**src/rtl/board_adapter.sv**
```systemverilog
// Board-side adapter: pixel clock-enable divider, key sync/debounce/press latch,
// and a registered video output stage with sync polarity and colour expansion.
module board_adapter #(
    parameter int unsigned DIV         = 2,
    parameter int unsigned NKEYS       = 4,
    parameter int unsigned KEY_ACT_LOW = 0,
    parameter int unsigned DEB_W       = 16,
    parameter int unsigned CH_IN_W     = 1,
    parameter int unsigned CH_W        = 4,
    parameter int unsigned HS_INV      = 0,
    parameter int unsigned VS_INV      = 0
) (
    input  logic                   clk,
    input  logic                   reset,
    input  logic [NKEYS-1:0]       keys,
    output logic                   core_ce,
    output logic [NKEYS-1:0]       core_keys,
    output logic [NKEYS-1:0]       core_key_press,
    input  logic                   core_hsync,
    input  logic                   core_vsync,
    input  logic [3*CH_IN_W-1:0]   core_rgb,
    output logic                   vga_hsync,
    output logic                   vga_vsync,
    output logic [CH_W-1:0]        vga_r,
    output logic [CH_W-1:0]        vga_g,
    output logic [CH_W-1:0]        vga_b
);

    localparam int unsigned      CW       = (DIV > 1) ? $clog2(DIV) : 1;
    localparam logic [CW-1:0]    CNT_LAST = CW'(DIV - 1);
    localparam logic [DEB_W-1:0] DEB_MAX  = '1;
    localparam logic [NKEYS-1:0] KEY_XOR  = (KEY_ACT_LOW != 0) ? '1 : '0;
    localparam logic             HS_POL   = (HS_INV != 0);
    localparam logic             VS_POL   = (VS_INV != 0);

    logic [CW-1:0]      cnt_q, cnt_d;
    logic               ce_q, ce_d;
    logic [NKEYS-1:0]   s1_q, s1_d;
    logic [NKEYS-1:0]   s2_q, s2_d;
    logic [NKEYS-1:0]   stable_q, stable_d;
    logic [DEB_W-1:0]   dcnt_q [NKEYS];
    logic [DEB_W-1:0]   dcnt_d [NKEYS];
    logic [NKEYS-1:0]   press_q, press_d;
    logic               hs_q, hs_d;
    logic               vs_q, vs_d;
    logic [3*CH_W-1:0]  rgb_q, rgb_d;

    always_comb begin
        cnt_d = (cnt_q == CNT_LAST) ? '0 : cnt_q + 1'b1;
        ce_d  = (cnt_q == CNT_LAST);

        s1_d = keys ^ KEY_XOR;
        s2_d = s1_q;

        stable_d = stable_q;
        for (int unsigned i = 0; i < NKEYS; i++) begin
            dcnt_d[i] = '0;
            if (s2_q[i] != stable_q[i]) begin
                if (dcnt_q[i] == DEB_MAX) begin
                    stable_d[i] = s2_q[i];
                end else begin
                    dcnt_d[i] = dcnt_q[i] + 1'b1;
                end
            end
        end

        // A rising debounced level sets the latch even on a consuming core_ce edge.
        press_d = (stable_d & ~stable_q) | (press_q & ~{NKEYS{ce_q}});

        hs_d = core_hsync ^ HS_POL;
        vs_d = core_vsync ^ VS_POL;

        // MSB-first repetition: output bit b takes the input bit at the same
        // position modulo CH_IN_W, counted from the MSB end.
        rgb_d = '0;
        for (int unsigned c = 0; c < 3; c++) begin
            for (int unsigned b = 0; b < CH_W; b++) begin
                rgb_d[c*CH_W + b] =
                    core_rgb[c*CH_IN_W + CH_IN_W - 1 - ((CH_W - 1 - b) % CH_IN_W)];
            end
        end
    end

    always_ff @(posedge clk or posedge reset) begin
        if (reset) begin
            cnt_q    <= '0;
            ce_q     <= 1'b0;
            s1_q     <= '0;
            s2_q     <= '0;
            stable_q <= '0;
            for (int unsigned i = 0; i < NKEYS; i++) begin
                dcnt_q[i] <= '0;
            end
            press_q  <= '0;
            hs_q     <= HS_POL;
            vs_q     <= VS_POL;
            rgb_q    <= '0;
        end else begin
            cnt_q    <= cnt_d;
            ce_q     <= ce_d;
            s1_q     <= s1_d;
            s2_q     <= s2_d;
            stable_q <= stable_d;
            for (int unsigned i = 0; i < NKEYS; i++) begin
                dcnt_q[i] <= dcnt_d[i];
            end
            press_q  <= press_d;
            hs_q     <= hs_d;
            vs_q     <= vs_d;
            rgb_q    <= rgb_d;
        end
    end

    assign core_ce        = ce_q;
    assign core_keys      = stable_q;
    assign core_key_press = press_q;
    assign vga_hsync      = hs_q;
    assign vga_vsync      = vs_q;
    assign vga_r          = rgb_q[CH_W-1:0];
    assign vga_g          = rgb_q[2*CH_W-1:CH_W];
    assign vga_b          = rgb_q[3*CH_W-1:2*CH_W];

endmodule

```
**config.mk**
```make
export PLATFORM = sky130hd
export DESIGN_NAME = board_adapter
export DESIGN_NICKNAME = d
export VERILOG_FILES = /design/src/rtl/board_adapter.sv
export SDC_FILE = /design/constraint.sdc
export NUM_CORES = 1
export LEC_CHECK = 0
export BUFFER_PORTS_ARGS = -buffer_cell sky130_fd_sc_hd__buf_4
export CORE_MARGIN = 2
export CORE_UTILIZATION = 40
export DETAILED_ROUTE_END_ITERATION = 8
export PLACE_DENSITY_LB_ADDON = 0.2
export RECOVER_POWER = 50
export SYNTH_ARGS = -nofsm -noshare
export SYNTH_HDL_FRONTEND = slang
export SYNTH_SLANG_ARGS = --single-unit
export TNS_END_PERCENT = 30
```
**constraint.sdc**
```tcl
create_clock -name clk -period 2.45 [get_ports clk]
set_input_delay 0.3675 -clock clk [delete_from_list [all_inputs] [get_ports clk]]
set_output_delay 0.3675 -clock clk [all_outputs]
set_load 0.02 [all_outputs]
```
[Word level (Yosys, flattened, before mapping)]
Cells that the tools add are included.
Operators by class
  add/sub/neg operators: 5
  equality and inequality tests: 8
  mux-type cells: 17
  bitwise logic cells: 5
Operator list (number)
  2-to-1 mux 16 bit: 8
  adder 16 x 1 -> 16 bit (second input constant): 4
  equality test 16 bit (second input constant): 4
  2-to-1 mux 1 bit: 9
  bitwise AND 4 bit: 2
  inverter 4 bit: 2
  inequality test 1 bit: 4
  bitwise OR 4 bit: 1
  adder 1 bit (second input constant): 1
Storage, ports and cells
  bits in registers: 93

[Logic depth before layout (Yosys ltp)]
  depth after elaboration: 5
  gate-level depth with buffers: 6
  gate-level depth less buffers: 5

[Worst setup path before layout]
No wires, ideal clock.
  path type: register to register
  from: reg dcnt_q[32] (netlist name)
  to: reg dcnt_q[33] (netlist name)
  data arrival time: 1.690 ns
  required time: 2.330 ns
  slack: 0.639 ns
  stages on the path, launching flop included: 6
  path buffers: 0
  period minus slack after synthesis: 1.811 ns
  cells stage by stage: dfrtp_1 -> ha_1 -> nand3_1 -> or4_4 -> or2_4 -> and3_2
RTL lines
  from (decl): RTL line 41  | logic [DEB_W-1:0] dcnt_q [NKEYS];
  from (signal, indexed assignment): RTL line 105  | dcnt_q[i] <= dcnt_d[i];

==> results.sh <==
export IMPL_run_status="finished clean"
export IMPL_die_y_microns=102
export IMPL_final_util_pct=47.3
export IMPL_ir_worst_vdd_mv=0.357
export IMPL_core_rowCount=35
export IMPL_grt_max_degree=42
export IMPL_cts_buffers=9
export IMPL_setup_tns_ns=0
export IMPL_power_frac_comb_pct=4.6
export IMPL_postSynthAreaPerCell_sq_um=10.7
export IMPL_critPathKind="flop to flop"
export IMPL_io_buffer_count=33
export IMPL_start_util_pct=41.4
export IMPL_hold_worst_slack_ns=0.141
export IMPL_fin_total_pwr_mw=2.70
export IMPL_synth_ff_type="dfrtp_1"
export IMPL_chipWidth_microns=102
export IMPL_dp_slack_ns=0.500
export IMPL_p_sw_share_pct=22.0
export IMPL_max_freq_mhz=507
export IMPL_ios=34
export IMPL_crit_end="dcnt_q[45]$_DFF_PP0_"
export IMPL_fill_cells=890
export IMPL_cp_startpoint="dcnt_q[32]$_DFF_PP0_"
export IMPL_cp_arrival_ns=2.19
export IMPL_seq_area_frac_synth_pct=56.6
export IMPL_maxCapViolCount=0
export IMPL_insertion_delay_ns=0.34
export IMPL_internal_power_mw=2.11
export IMPL_p_leak_nw=1.88
export IMPL_htreeDepth=3
export IMPL_rsz0062_at_grt="no"
export IMPL_post_route_period_util_pct=80.5
export IMPL_cts_hold_buf=0
export IMPL_ant_nets=0
export IMPL_seqPwrFrac_pct=55.0
export IMPL_drc_errors=0
export IMPL_diodes=0
export IMPL_syn_to_final_growth_pct=14.2
export IMPL_power_switching_uw=593
export IMPL_fin_ws_ns=0.477
export IMPL_finalWirelength_mm=6.30
export IMPL_dp_cells=509
export IMPL_relSlewSlack_pct=20.9
export IMPL_dr_pass1_iters=4
export IMPL_synthArstFlopShare_pct=100
export IMPL_stdcell_count=524
export IMPL_cts_sinks=87
export IMPL_cts_root_buffer="clkbuf_8"
export IMPL_drive_gt1_share_pct=15.9
export IMPL_hold_viol_final=0
export IMPL_r2r_end="dcnt_q[45]$_DFF_PP0_"
export IMPL_powerDensity_nw_per_um2=614
export IMPL_gp_congestion=0.730
export IMPL_setup_viol=0
export IMPL_reg2reg_from="dcnt_q[32]$_DFF_PP0_"
export IMPL_ys_seq_elements=87
export IMPL_via_per_inst=4.78
export IMPL_period_needed_ns=1.97
export IMPL_dp_hpwl_mm=4.25
export IMPL_tightest_slew_ns=1.19
export IMPL_yosysWarnings=0
export IMPL_rrSetupSlack_ns=0.48
export IMPL_startpoint_type="flop"
export IMPL_grt_pass1_vias=2482
export IMPL_worstSetupEndpointType="flop"
export IMPL_grt_pass1_wl_mm=11.2
export IMPL_clockBufferDepth=2
export IMPL_antenna_found_initial=0
export IMPL_fin_nets=406
export IMPL_vias=2506
export IMPL_synth_fp_nets=374
export IMPL_fp_dieArea_sq_um=10400
export IMPL_crit_fanout=15
export IMPL_p_clk_share_pct=40.4
export IMPL_synth_cell_type_count=30
export IMPL_reg2reg_depth=5
export IMPL_postCtsSetupRepairBufs=0
export IMPL_cp_required_ns=2.67
export IMPL_dpl_cell_area_sq_um=4200
export IMPL_post_cts_resized=0
export IMPL_hold_path_class="primary input to flop"
export IMPL_drtIter0Drc=106
export IMPL_synth_edf_count=0
export IMPL_core_area_sq_um=9280
export IMPL_clock_skew_ns=0.00767
export IMPL_slew_violations=0
export IMPL_fin_area_sq_um=4400
export IMPL_tritoncts="yes"
export IMPL_wire_per_inst_microns=12.0
export IMPL_grt_usage_pct=13.6
export IMPL_grt_remaining_overflow=0
export IMPL_clkTransAtPathRegs_ns=0.09
export IMPL_syn_inst=359
export IMPL_syn_area_sq_um=3850
==> cell families after synthesis <==
group | synth area share (%)
AO/OA/AOI/OAI | 2.08
buffers and inverters | 4.39
XOR/XNOR | 13.7
flip-flops | 56.6
AND/OR/NAND/NOR | 21.1
adder cells (fa/ha/maj) | 1.30
multiplexers | 0.878
==> synth_stat cells, types with 5 or more instances <==
library cell / number / area [sq um]
dfrtp_1: 87 / 2180
nor2_1: 72 / 270
xnor2_1: 41 / 359
nand3_1: 21 / 105
inv_1: 19 / 71.3
xor2_1: 19 / 166
nand4_1: 16 / 100
nor3_1: 12 / 60.1
nor4_1: 12 / 75.1
buf_4: 10 / 75.1
nand2_1: 10 / 37.5
and3_1: 5 / 31.3
==> power by group through the flow <==
stage / Clock, mW / Combinational (mW) / Sequential [mW]
final: 1.09 / 0.124 / 1.48
after global routing: 1.20 / 0.142 / 1.49
after CTS: 1.13 / 0.134 / 1.48
after detailed placement: 0 / 0.134 / 1.51
after global placement: 0 / 0.133 / 1.51
after floorplan: 0 / 0.0868 / 1.51
==> routing by layer <==
metal  part of all wire, %  routed length [microns]  track usage (%)
met5                     0                        0                0
met2                    46                     2880             21.2
met1                    48                     3040             18.1
met3                   4.7                      294             4.24
met4                   1.3                       82             4.62
==> flip-flops by register name (all words and copies together), names as in the netlist <==
register        flops
ce_d                1
core_ce             1
s2_q                4
dcnt_q             64
rgb_q               3
s1_q                4
core_key_press      4
core_keys           4
vga_vsync           1
vga_hsync           1
==> cells in the final DEF (no fill, tap or decap), types with 2 or more instances in the layout <==
master	instances
nand4_1	16
xnor2_1	41
inv_1	18
nor2_1	72
nand3_1	21
nor4_1	12
and3_1	5
clkbuf_4	10
ha_1	4
clkbuf_8	10
nor3_1	12
xor2_1	19
mux2_2	3
nand2_1	10
o21ai_0	2
nand2b_1	4
o22ai_1	3
and4_1	4
buf_4	24
dfrtp_1	87
bufinv_16	2
==> critical path: stages, from the launching register on <==
cell     delay, ns
dfrtp_1       0.39
ha_1          0.21
nand3_1       0.19
or4_4         0.59
o21ai_4       0.36
nor2_1        0.11
==> worst min-delay path by stage <==
stage / slack (ns) / start / depth (start not counted) / endpoint
global route: 0.11 / keys[3] / 1 / s1_q[3]$_DFF_PP0_
finish: 0.14 / core_rgb[0] / 1 / rgb_q[3]$_DFF_PP0_
global placement: 0.33 / s1_q[0]$_DFF_PP0_ / 0 / s2_q[0]$_DFF_PP0_
CTS: 0.08 / reset / 2 / dcnt_q[7]$_DFF_PP0_
detailed placement: 0.34 / s1_q[1]$_DFF_PP0_ / 0 / s2_q[1]$_DFF_PP0_
floorplan: 0.33 / s1_q[0]$_DFF_PP0_ / 0 / s2_q[0]$_DFF_PP0_
==> area by class of cell <==
type / instances / area (sq um) / share of cell area, %
Clock buffer: 10 / 138 / 3.13
Sequential cell: 87 / 2180 / 49.5
Inverter: 19 / 72.6 / 1.65
Timing Repair Buffer: 36 / 264 / 6.01
Tap cell: 129 / 161 / 3.67
Clock inverter: 5 / 81.3 / 1.85
Multi-Input combinational cell: 238 / 1500 / 34.2
Note: power is estimated with default switching activity, not from simulation.
